--- src/rtl/bcd_run_ctrl.sv ---
// Run controller for a cascade of up/down BCD digits with tick prescaler and terminal detect.
// Optional feature: define AUTO_RELOAD_EN to reload the count on terminal match instead of stopping.
module bcd_run_ctrl #(
    parameter int DIGITS   = 2,
    parameter int PRESCALE = 4
) (
    input  logic                  clk,
    input  logic                  rst,
    input  logic                  start,
    input  logic                  pause,
    input  logic                  stop,
    input  logic                  load,
    input  logic                  dir,
    input  logic [4*DIGITS-1:0]   load_val,
    input  logic [4*DIGITS-1:0]   limit,
    output logic [4*DIGITS-1:0]   count,
    output logic [1:0]            state,
    output logic                  busy,
    output logic                  done
);

    localparam int W  = 4 * DIGITS;
    localparam int PW = (PRESCALE > 1) ? $clog2(PRESCALE) : 1;
    localparam logic [PW-1:0] PRE_LAST = PW'(PRESCALE - 1);

    localparam logic [1:0] S_IDLE  = 2'b00;
    localparam logic [1:0] S_RUN   = 2'b01;
    localparam logic [1:0] S_PAUSE = 2'b10;
    localparam logic [1:0] S_DONE  = 2'b11;

    logic [W-1:0]  count_q, count_d;
    logic [1:0]    state_q, state_d;
    logic [PW-1:0] pre_q, pre_d;
    logic          done_q, done_d;
`ifdef AUTO_RELOAD_EN
    logic [W-1:0]  reload_q, reload_d;
`endif

    logic [W-1:0]  load_clamped;
    logic [W-1:0]  stepped;
    logic          tick;

    assign tick = (state_q == S_RUN) && (pre_q == PRE_LAST);

    always_comb begin : clamp_b
        logic [3:0] nib;
        load_clamped = '0;
        for (int unsigned i = 0; i < DIGITS; i++) begin
            nib = load_val[4*i +: 4];
            load_clamped[4*i +: 4] = (nib > 4'd9) ? 4'd9 : nib;
        end
    end

    // Ripple carry/borrow through the digits; a saturated cascade wraps naturally.
    always_comb begin : step_b
        logic       carry;
        logic [3:0] dig;
        carry   = 1'b1;
        stepped = '0;
        for (int unsigned i = 0; i < DIGITS; i++) begin
            dig = count_q[4*i +: 4];
            if (!carry) begin
                stepped[4*i +: 4] = dig;
            end else if (!dir) begin
                if (dig >= 4'd9) begin
                    stepped[4*i +: 4] = 4'd0;
                end else begin
                    stepped[4*i +: 4] = dig + 4'd1;
                    carry = 1'b0;
                end
            end else begin
                if (dig == 4'd0) begin
                    stepped[4*i +: 4] = 4'd9;
                end else begin
                    stepped[4*i +: 4] = dig - 4'd1;
                    carry = 1'b0;
                end
            end
        end
    end

    always_comb begin : next_b
        count_d = count_q;
        state_d = state_q;
        pre_d   = pre_q;
        done_d  = 1'b0;
`ifdef AUTO_RELOAD_EN
        reload_d = reload_q;
`endif
        if (stop) begin
            state_d = S_IDLE;
            pre_d   = '0;
        end else if (load && (state_q != S_RUN)) begin
            count_d = load_clamped;
`ifdef AUTO_RELOAD_EN
            reload_d = load_clamped;
`endif
            state_d = S_IDLE;
            pre_d   = '0;
        end else if (pause && (state_q == S_RUN)) begin
            state_d = S_PAUSE;
        end else if (start && ((state_q == S_IDLE) || (state_q == S_DONE))) begin
            if (count_q == limit) begin
                state_d = S_DONE;
                done_d  = 1'b1;
            end else begin
                state_d = S_RUN;
                pre_d   = '0;
            end
        end else if (start && (state_q == S_PAUSE)) begin
            state_d = S_RUN;
        end else if (state_q == S_RUN) begin
            if (tick) begin
                pre_d = '0;
                // count_q is always valid BCD, so a limit with a digit >9 never matches.
                if (stepped == limit) begin
                    done_d = 1'b1;
`ifdef AUTO_RELOAD_EN
                    count_d = reload_q;
`else
                    count_d = stepped;
                    state_d = S_DONE;
`endif
                end else begin
                    count_d = stepped;
                end
            end else begin
                pre_d = pre_q + PW'(1);
            end
        end
    end

    always_ff @(posedge clk or posedge rst) begin
        if (rst) begin
            count_q <= '0;
            state_q <= S_IDLE;
            pre_q   <= '0;
            done_q  <= 1'b0;
`ifdef AUTO_RELOAD_EN
            reload_q <= '0;
`endif
        end else begin
            count_q <= count_d;
            state_q <= state_d;
            pre_q   <= pre_d;
            done_q  <= done_d;
`ifdef AUTO_RELOAD_EN
            reload_q <= reload_d;
`endif
        end
    end

    assign count = count_q;
    assign state = state_q;
    assign done  = done_q;
    assign busy  = (state_q == S_RUN) || (state_q == S_PAUSE);

endmodule

--- config.mk ---
export PLATFORM = sky130hd
export DESIGN_NAME = bcd_run_ctrl
export DESIGN_NICKNAME = d
export VERILOG_FILES = /design/src/rtl/bcd_run_ctrl.sv
export SDC_FILE = /design/constraint.sdc
export NUM_CORES = 1
export LEC_CHECK = 0
export ABC_AREA = 1
export CAP_MARGIN = 20
export CORE_MARGIN = 4
export CORE_UTILIZATION = 45
export DETAILED_ROUTE_END_ITERATION = 8
export GPL_TIMING_DRIVEN = 0
export PLACE_DENSITY = 0.85
export SLEW_MARGIN = 10
export SYNTH_ARGS = -nofsm -noshare
export SYNTH_HDL_FRONTEND = slang
export SYNTH_SLANG_ARGS = --single-unit
--- constraint.sdc ---
create_clock -name clk -period 2.8 [get_ports clk]
set_clock_uncertainty 0.05 [all_clocks]
set_input_delay 0.56 -clock clk [delete_from_list [all_inputs] [get_ports clk]]
set_output_delay 0.56 -clock clk [all_outputs]
set_load 0.01 [all_outputs]
== Word level (Yosys, flattened, before mapping) ==
Cells that the tools add are included.

* Register bits: 13
* Input port bits: 23
* Logic and storage cells: 90

* Add/subtract/negate cells: 5
* Order comparisons: 4
* Eq/ne operators: 13
* Muxes and demuxes: 44
* Bitwise operators: 1
* Reductions and logical operators: 19

{| class="wikitable"
|+ Operator list
! kind !! count
|-
| $mux 8 || 6
|-
| $mux 4 || 9
|-
| $mux 2 || 17
|-
| $reduce_bool 6->1 || 3
|-
| $eq 8x8->1 || 2
|-
| $mux 1 || 12
|-
| $add 4x1->4 const B || 2
|-
| $ge 4x4->1 const B || 2
|-
| $gt 4x4->1 const B || 2
|-
| $logic_not 4->1 || 2
|-
| $ne 4x4->1 const B || 2
|-
| $sub 4x1->4 const B || 2
|-
| $eq 2x2->1 const B || 3
|-
| $ne 2x2->1 const B || 3
|-
| $reduce_and 6->1 || 1
|-
| $logic_and 1x1->1 || 5
|-
| $reduce_and 4->1 || 1
|-
| $reduce_bool 2->1 || 2
|-
| $reduce_bool 4->1 || 1
|-
| $ne 3x3->1 const B || 1
|-
| $reduce_and 3->1 || 1
|-
| $add 2x1->2 const B || 1
|-
| $eq 2x1->1 const B || 1
|-
| $logic_not 2->1 || 1
|-
| 3 further kinds || 4
|}

== Depth between registers and ports, before layout ==
Gate-level depths: netlist of run 1.

* Word-level depth: 13
* Depth in mapped cells: 18

== Worst setup path after synthesis of run 1 ==
Ideal clock, no wire load.

* Path type: register -> register
* Start point: register count_q[0] (netlist: count[0])
* End point: register state_q[0] (netlist: state[0])
* Arrival time: 1,843 ps
* Path slack: 791 ps
* Stages on the path, launching flop included: 13
* Buffers on the path: 0
* Cells stage by stage: dfrtp_1 -> inv_1 -> ha_1 -> nand3_1 -> nand2_2 -> a21oi_2 -> nand3_1 -> nand3b_1 -> nand2_1 -> nor2_2 -> nand3_2 -> nand3_1 -> nand2_1

* Cells in the longest elaborated chain, start to end: 7
* Elaborated cells between the ends (all ways): 14
* Those cells by class: 2 x add/sub; 1 x order compare; 1 x eq/ne; 7 x mux; 3 x reduce/logical

{| class="wikitable"
|+ RTL lines
! item !! line !! text
|-
| from (decl) || 31 || <nowiki>logic [W-1:0] count_q, count_d;</nowiki>
|-
| from (signal assigned) || 143 || <nowiki>count_q <= count_d;</nowiki>
|-
| $ge 4x4->1 or $logic_not 4->1 (tied branches) || 65, 72 ||
|-
| $mux 1, on equally long branches || 65, 72 ||
|-
| $mux 1 || 64 || <nowiki>end else if (!dir) begin</nowiki>
|-
| $mux 4 || 62 || <nowiki>if (!carry) begin</nowiki>
|-
| $eq 8x8->1 * || 116 || <nowiki>if (stepped == limit) begin</nowiki>
|-
| $reduce_bool 6->1 (no source line) * || -- ||
|-
| $reduce_and 3->1 (no source line) * || -- ||
|-
| to (signal assigned) || 144 || <nowiki>state_q <= state_d;</nowiki>
|-
| to (decl) || 32 || <nowiki>logic [1:0] state_q, state_d;</nowiki>
|}

Mark *: on every way between the ends. The rest lies on a longest branch, timed or not.
A chain may end at the register's enable or synchronous reset.

== Worst setup path after layout of run 1 ==
Same ends and word-level chain as after synthesis.

==> insert_results.sql, run 1 <==
INSERT INTO impl_metrics (metric_group, metric, value, unit) VALUES
('sta', 'slew_violations', '0', ''),
('drt', 'drt_drc_violations_left', '0', ''),
('synthesis', 'synth.yosys.warnings', '0', ''),
('worst_hold_path', 'hold_path_class', 'reg -> reg', ''),
('clock_tree', 'cts.hold.buffers_added', '0', ''),
('clock_tree', 'cts_buffers', '3', ''),
('power', 'sw_frac_of_total', '50.29', '%'),
('drt', 'detailedRoute.firstIterationViolations', '92', ''),
('power', 'cell_internal_pwr', '0.0007306', 'W'),
('worst_setup_path', 'path_max_fanout', '7', ''),
('global_routing', 'grt_remaining_overflow', '0', ''),
('drt', 'vias_per_cell', '5.082', ''),
('power', 'p_clk_share', '8.0', '%'),
('layout', 'finalCoreUtilization', '61.76', '%'),
('run_status', 'outcome', 'finished, final reports clean', ''),
('synthesis', 'synthMuxAreaShare', '0', '%'),
('clock_tree', 'number_of_gates_resized_after_cts', '0', ''),
('sta', 'grt_setup_unrepaired', 'no', ''),
('global_routing', 'antenna_found_initial', '0', ''),
('global_routing', 'met2_capacity_usage_during_global_routing', '33.67', '%'),
('die', 'die_h', '65.93', 'µm'),
('clock_tree', 'clock_insertion_delay_worst_skew', '0.28', 'ns'),
('die', 'io_pins', '35', ''),
('worst_setup_path', 'path_cells', 'inv_1 > ha_1 > nand3_1 > nand2_2 > nand2_1 > nand2_2 > nand2_1 > nand2_1 > nand2_1 > nand2_1 > nand2_1 > nor2_2 > nand3_2 > nand3_1 > nand2_1', ''),
('synthesis', 'synth_xor_area_share', '4.640', '%'),
('layout', 'post_route_standard_cell_area_excluding_fillers', '1932', 'µm²'),
('layout', 'drive_above_1_share', '8.042', '%'),
('layout', 'antenna_cells_inserted', '0', ''),
('global_routing', 'total_routing_usage_gr', '19.04', '%'),
('worst_setup_path', 'cell_mode_on_critical_path', 'sky130_fd_sc_hd__nand2_1', ''),
('clock_tree', 'clock_tree_buffer_depth', '2', ''),
('synthesis', 'dominantRegCellSynth', 'sky130_fd_sc_hd__dfrtp_1', ''),
('worst_setup_path', 'end_kind', 'flop', ''),
('sta', 'worst_slew_margin_rel', '65.66', '%'),
('drt', 'drt-pass1-iter-count', '4', ''),
('drt', 'avgRoutedWirePerCell', '11.42', 'µm'),
('synthesis', 'compound_gate_fraction_of_synth_area', '11.68', '%'),
('power', 'vdd_ir_drop_max', '0.0003135', 'V'),
('layout', 'area_overhead_vs_synth', '27.92', '%'),
('clock_tree', 'post-cts-setup-buffer-count', '0', ''),
('synthesis', 'avgSynthCellArea', '6.090', 'µm²'),
('sta', 'timing.final.hold_violations', '0', ''),
('worst_setup_path', 'worst_ep_required_time', '2.92', 'ns'),
('clock_tree', 'cts.root.buffer_cell', 'sky130_fd_sc_hd__clkbuf_4', ''),
('synthesis', 'synth_simple_gate_area_share', '42.75', '%'),
('synthesis', 'combinational_family_with_the_most_area_after_synthesis', 'simple AND/OR/NAND/NOR gates', ''),
('worst_setup_path', 'crit_path_start', 'count[0]', ''),
('power', 'power_density', '760.8', 'nW/µm²'),
('synthesis', 'postSynthCellCount', '248', ''),
('die', 'initial_utilization', '48.28', '%'),
('global_routing', 'gr_peak_layer', 'met2', ''),
('sta', 'final_period_minus_worst_setup_slack', '2.302', 'ns'),
('power', 'power.static_leakage', '0.9918', 'nW'),
('global_routing', 'global_route.usage.met1', '24.22', '%'),
('sta', 'finalSetupViolCount', '0', ''),
('power', 'sequentialPowerShare', '23.0', '%'),
('worst_setup_path', 'timing.setup.critical_path_class', 'reg -> reg', ''),
('global_routing', 'gr-usage-met3', '3.741', '%'),
('sta', 'setup-tns-final', '0', 'ns'),
('worst_setup_path', 'critical_path_arrival', '2.42', 'ns'),
('drt', 'drt_wl_total', '3.767', 'mm'),
('die', 'fp-row-count', '20', ''),
('synthesis', 'synth_seq_area_share', '21.54', '%'),
('layout', 'filler_cell_count', '302', ''),
('placed_design', 'number_of_port_buffers', '34', ''),
('synthesis', 'adder_cell_share_of_the_synthesized_area', '8.285', '%'),
('worst_setup_path', 'reg2reg_from', 'count[0]', ''),
('global_routing', 'number_of_global_route_vias_before_repair', '1545', ''),
('sta', 'tightestPinTransition', '0.5145', 'ns'),
('synthesis', 'ys_seq_elements', '13', ''),
('worst_setup_path', 'max_stage_delay', '0.48', 'ns');
## cell type report
cell class,instances,area (µm²),area share (%)
clock buffer,4,26.28,1.360
tap,44,55.05,2.850
inverter,37,138.9,7.189
multi-input combinational,194,1017,52.66
timing repair buffer,34,340.3,17.62
buffer,4,28.78,1.490
sequential,13,325.3,16.84
## kinds of logic after synthesis
kind of cell	count (synthesis)
and+or+nand+nor	146
buffers and inverters	41
AOI/OAI and AO/OA	30
DFF	13
adders and majority gates	10
xor gates and xnor gates	8
## synthesized netlist by cell type (4+ instances only)
| library cell | number | area [µm²] |
|---|---|---|
| sky130_fd_sc_hd__inv_1 | 34 | 127.6 |
| sky130_fd_sc_hd__dfrtp_1 | 13 | 325.3 |
| sky130_fd_sc_hd__xor2_1 | 8 | 70.07 |
| sky130_fd_sc_hd__a21oi_1 | 10 | 50.05 |
| sky130_fd_sc_hd__nand2_1 | 75 | 281.5 |
| sky130_fd_sc_hd__ha_1 | 10 | 125.1 |
| sky130_fd_sc_hd__nand3_1 | 33 | 165.2 |
| sky130_fd_sc_hd__nor2_1 | 20 | 75.07 |
| sky130_fd_sc_hd__nor2_2 | 4 | 25.02 |
| sky130_fd_sc_hd__a31oi_1 | 4 | 25.02 |
| sky130_fd_sc_hd__nand4_1 | 5 | 31.28 |
| sky130_fd_sc_hd__o21ai_0 | 9 | 45.04 |
## flip-flops by register name (all words and copies together) (netlist names)
signal / count
count: 8
done: 1
pre_q: 2
state: 2
## critical path, delay by kind of cell, from the launching register on
kind / cells / cell delay [ns]
DFF: 1 / 0.48
buffers and inverters: 1 / 0.19
adders and majority gates: 1 / 0.28
and+or+nand+nor: 13 / 1.19
## cell usage in the layout (no fill, tap or decap)
cell type and n:
sky130_fd_sc_hd__clkbuf_1 1, sky130_fd_sc_hd__o211ai_1 2, sky130_fd_sc_hd__inv_1 34, sky130_fd_sc_hd__inv_2 3, sky130_fd_sc_hd__buf_4 1, sky130_fd_sc_hd__o311ai_0 1
sky130_fd_sc_hd__xor2_1 8, sky130_fd_sc_hd__buf_2 2, sky130_fd_sc_hd__a31oi_1 4, sky130_fd_sc_hd__nand3_2 2, sky130_fd_sc_hd__buf_6 1, sky130_fd_sc_hd__nand2_2 3
sky130_fd_sc_hd__a21oi_1 10, sky130_fd_sc_hd__nand2_1 75, sky130_fd_sc_hd__clkbuf_4 3, sky130_fd_sc_hd__nand3_1 33, sky130_fd_sc_hd__nand4_1 5, sky130_fd_sc_hd__o21ai_0 9
sky130_fd_sc_hd__a21oi_2 3, sky130_fd_sc_hd__clkdlybuf4s50_1 34, sky130_fd_sc_hd__dfrtp_1 13, sky130_fd_sc_hd__nor2_1 20, sky130_fd_sc_hd__nand3b_1 3, sky130_fd_sc_hd__or2_2 1
sky130_fd_sc_hd__nor2_2 4, sky130_fd_sc_hd__o22ai_1 1, sky130_fd_sc_hd__ha_1 10
## power groups by stage
stage	clock network, W	registers [W]	logic [W]
5_1_grt	0.000126	0.000352	0.00117
2_1_floorplan	0	0.000346	0.000688
4_1_cts	0.000118	0.000339	0.00102
6_report	0.000118	0.000338	0.00101
3_3_place_gp	0	0.000341	0.000991
3_5_place_dp	0	0.000342	0.00101
## routing by layer
| layer | vias up | part of all wire, % |
|---|---|---|
| met5 | - | 0 |
| met4 | 0 | 0.53 |
| met3 | 4 | 5.1 |
| met2 | 33 | 47 |
| met1 | 762 | 47 |
| li1 | 878 | - |
## final timing paths
check,endpoint,cells past startpoint
min in group asynchronous,done,2
min,pre_q[1],2
min reg2reg,pre_q[1],2
max,state[0],15
max in group asynchronous,count[6],2
max reg2reg,state[0],15
## through the flow
stage               setup slack [ns]  power (W)  std cells
floorplan                     0.7906   0.001034        248
global placement              0.3193   0.001332        326
detailed placement            0.2747   0.001353        326
CTS                           0.5044   0.001472        330
global route                  0.2631   0.001645        330
finish                        0.4976   0.001470        330
Note: power is estimated with default switching activity, not from simulation.
==> run 2, diff against run 1 <==
==> constraint.sdc (replaced) <==
create_clock -name clk -period 2.4 [get_ports clk]
set_clock_uncertainty 0.05 [all_clocks]
set_input_delay 0.48 -clock clk [delete_from_list [all_inputs] [get_ports clk]]
set_output_delay 0.48 -clock clk [all_outputs]
set_load 0.01 [all_outputs]
==> insert_results.sql, run 2 (same netlist as run 1, synthesis figures left out) <==
INSERT INTO impl_metrics (metric_group, metric, value, unit) VALUES
('run_status', 'outcome', 'finished, final reports clean', ''),
('placed_design', 'gpl.final_weighted_congestion', '0.8584', ''),
('die', 'die_h', '65.93', 'µm'),
('clock_tree', 'cts.hold.buffers_added', '0', ''),
('clock_tree', 'clock_sink_count', '13', ''),
('sta', 'final_period_minus_worst_setup_slack', '2.190', 'ns'),
('clock_tree', 'post-cts-setup-buffer-count', '0', ''),
('drt', 'avgRoutedWirePerCell', '11.62', 'µm'),
('global_routing', 'number_of_global_route_vias_before_repair', '1545', ''),
('sta', 'period_share', '91.23', '%'),
('global_routing', 'grt_max_degree', '14', ''),
('drt', 'drtAntennaViolNets', '0', ''),
('layout', 'layout_common_cells', 'sky130_fd_sc_hd__nand2_1 (75), sky130_fd_sc_hd__clkdlybuf4s50_1 (34), sky130_fd_sc_hd__nand3_1 (33), sky130_fd_sc_hd__inv_1 (32), sky130_fd_sc_hd__nor2_1 (20)', ''),
('sta', 'grt_setup_unrepaired', 'no', ''),
('global_routing', 'grt_pass1_wl', '6.561', 'mm'),
('drt', 'drt_drc_violations_left', '0', ''),
('sta', 'achievable_freq', '456.7', 'MHz'),
('layout', 'post_route_standard_cell_area_excluding_fillers', '1947', 'µm²'),
('layout', 'filler_cell_count', '304', ''),
('layout', 'antenna_cells_inserted', '0', ''),
('clock_tree', 'number_of_levels_the_h_tree_was_split_into', '1', ''),
('die', 'io_pins', '35', ''),
('drt', 'drt_wl_total', '3.836', 'mm'),
('worst_hold_path', 'hold_path_class', 'in -> async', ''),
('placed_design', 'detailedPlace.worstSlack', '-0.04533', 'ns'),
('worst_setup_path', 'max_stage_delay', '0.53', 'ns'),
('clock_tree', 'cts_buffers', '3', ''),
('global_routing', 'total_routing_usage_gr', '19.04', '%'),
('placed_design', 'dp.cells', '326', ''),
('die', 'die_width', '65.93', 'µm'),
('worst_setup_path', 'path_max_fanout', '4', ''),
('layout', 'drive_above_1_share', '9.790', '%'),
('sta', 'slew_violations', '0', ''),
('die', 'placeableCoreArea', '3128', 'µm²'),
('drt', 'dr_total_vias', '1701', ''),
('layout', 'largest_register_ffs', '8', ''),
('clock_tree', 'clk_pin_slew', '0.08', 'ns'),
('die', 'fp-row-count', '20', ''),
('drt', 'detailedRoute.firstIterationViolations', '106', ''),
('die', 'initial_utilization', '48.28', '%'),
('sta', 'setup_ws', '0.2105', 'ns'),
('worst_setup_path', 'timing.setup.critical_path_class', 'reg -> out', ''),
('power', 'total_power', '0.001738', 'W'),
('global_routing', 'antenna_found_initial', '0', ''),
('layout', 'mostFrequentLayoutCell', 'sky130_fd_sc_hd__nand2_1', ''),
('power', 'power_density', '892.8', 'nW/µm²'),
('sta', 'finalSetupViolCount', '0', ''),
('worst_setup_path', 'critical_path_arrival', '1.66', 'ns'),
('layout', 'area_overhead_vs_synth', '28.91', '%'),
('sta', 'worst_slew_margin_rel', '65.74', '%'),
('layout', 'non_filler_instance_count_after_layout', '330', ''),
('sta', 'tightestPinTransition', '0.5133', 'ns'),
('worst_setup_path', 'worst_ep_required_time', '1.87', 'ns'),
('worst_setup_path', 'cell_mode_on_critical_path', 'sky130_fd_sc_hd__inv_1', ''),
('placed_design', 'detailedPlacementHpwl', '3.040', 'mm'),
('power', 'vdd_ir_drop_max', '0.0003739', 'V'),
('worst_setup_path', 'worst_path_slowest_cell', 'sky130_fd_sc_hd__clkdlybuf4s50_1', ''),
('placed_design', 'placement.cell_area', '1906', 'µm²'),
('power', 'power.static_leakage', '0.9866', 'nW'),
('worst_setup_path', 'setup.worst_path.start_class', 'flop', ''),
('clock_tree', 'clock_insertion_delay_worst_skew', '0.29', 'ns'),
('layout', 'finalNetCount', '320', ''),
('drt', 'vias_per_cell', '5.155', ''),
('flow_run', 'maxCapViolations', '0', ''),
('global_routing', 'grt_remaining_overflow', '0', ''),
('worst_setup_path', 'end_kind', 'primary output', ''),
('clock_tree', 'cts_tree', 'done', ''),
('drt', 'drt-pass1-iter-count', '4', ''),
('clock_tree', 'clock_tree_buffer_depth', '2', ''),
('die', 'die-area', '4347', 'µm²'),
('clock_tree', 'cts.root.buffer_cell', 'sky130_fd_sc_hd__clkbuf_4', ''),
('placed_design', 'number_of_port_buffers', '34', ''),
('clock_tree', 'number_of_gates_resized_after_cts', '0', ''),
('sta', 'timing.final.hold_violations', '0', ''),
('worst_setup_path', 'path_cells', 'inv_1 > ha_1 > inv_1 > clkdlybuf4s50_1', '');
==> run 2: cell count changes in the layout (fill, tap and decap cells not counted), sizes merged <==
cell    delta
buf        -1
clkbuf     +1
==> run 2: where the power goes <==
part	switching [W]	leakage, nW	internal (W)
clock	0.0000739	0.0150	0.0000646
combinational	0.000693	0.813	0.000506
sequential	0.000109	0.159	0.000292
total	0.000876	0.987	0.000862
==> run 2: final timing paths <==
path	start	end	slack, ns	cells past startpoint
max	state[0]	busy	0.21	4
min	rst	done	0.47	2
max reg2reg	state[0]	count[0]	0.22	12
min reg2reg	pre_q[1]	pre_q[1]	0.47	2
max in group asynchronous	rst	count[4]	1.45	2
min in group clk	pre_q[1]	pre_q[1]	0.47	2
==> run 2: through the flow <==
step                        TNS [ns]  utilization (%)  hold WS, ns
after global placement    -0.0007054            60.92       0.4355
after detailed placement     -0.1326            60.92       0.4619
after CTS                          0            61.76       0.4796
after floorplan                    0                -       0.3070
after global routing               0            62.24       0.5062
final                              0            62.24       0.4673
==> run 2: critical path: cells and delay by family, from the launching register on <==
kind / cells / cell delay (ns)
adders and majority gates: 1 / 0.32
buffers and inverters: 3 / 0.65
DFF: 1 / 0.40
==> run 2: area by class of cell <==
| class | instances | area, µm² | share of cell area, % |
|---|---|---|---|
| Buffer | 4 | 31.28 | 1.607 |
| Tap cell | 44 | 55.05 | 2.828 |
| Timing Repair Buffer | 34 | 340.3 | 17.48 |
| Multi-Input combinational cell | 194 | 1027 | 52.76 |
| Inverter | 37 | 138.9 | 7.134 |
| Sequential cell | 13 | 327.8 | 16.84 |
| Clock buffer | 4 | 26.28 | 1.350 |
==> run 2: per-layer routing <==
layer	global-route usage (%)	wire [µm]	vias to the layer above
met3	3.741	207	6
met5	0	0	-
met4	3.046	29	0
met1	24.22	1767	771
li1	-	-	879
met2	33.67	1832	45
==> run 3, diff against run 2 <==
--- a/config.mk
+++ b/config.mk
@@ -9,6 +9,7 @@
 export CAP_MARGIN = 20
 export CORE_MARGIN = 4
 export CORE_UTILIZATION = 45
+export CTS_CLUSTER_DIAMETER = 100
 export DETAILED_ROUTE_END_ITERATION = 8
 export GPL_TIMING_DRIVEN = 0
 export PLACE_DENSITY = 0.85
==> constraint.sdc (replaced) <==
create_clock -name clk -period 2.8 [get_ports clk]
set_clock_uncertainty 0.05 [all_clocks]
set_input_delay 0.56 -clock clk [delete_from_list [all_inputs] [get_ports clk]]
set_output_delay 0.56 -clock clk [all_outputs]
set_load 0.01 [all_outputs]
==> results of run 3 <==
No change in the layout: final DEF, timing and power equal those of run 1.
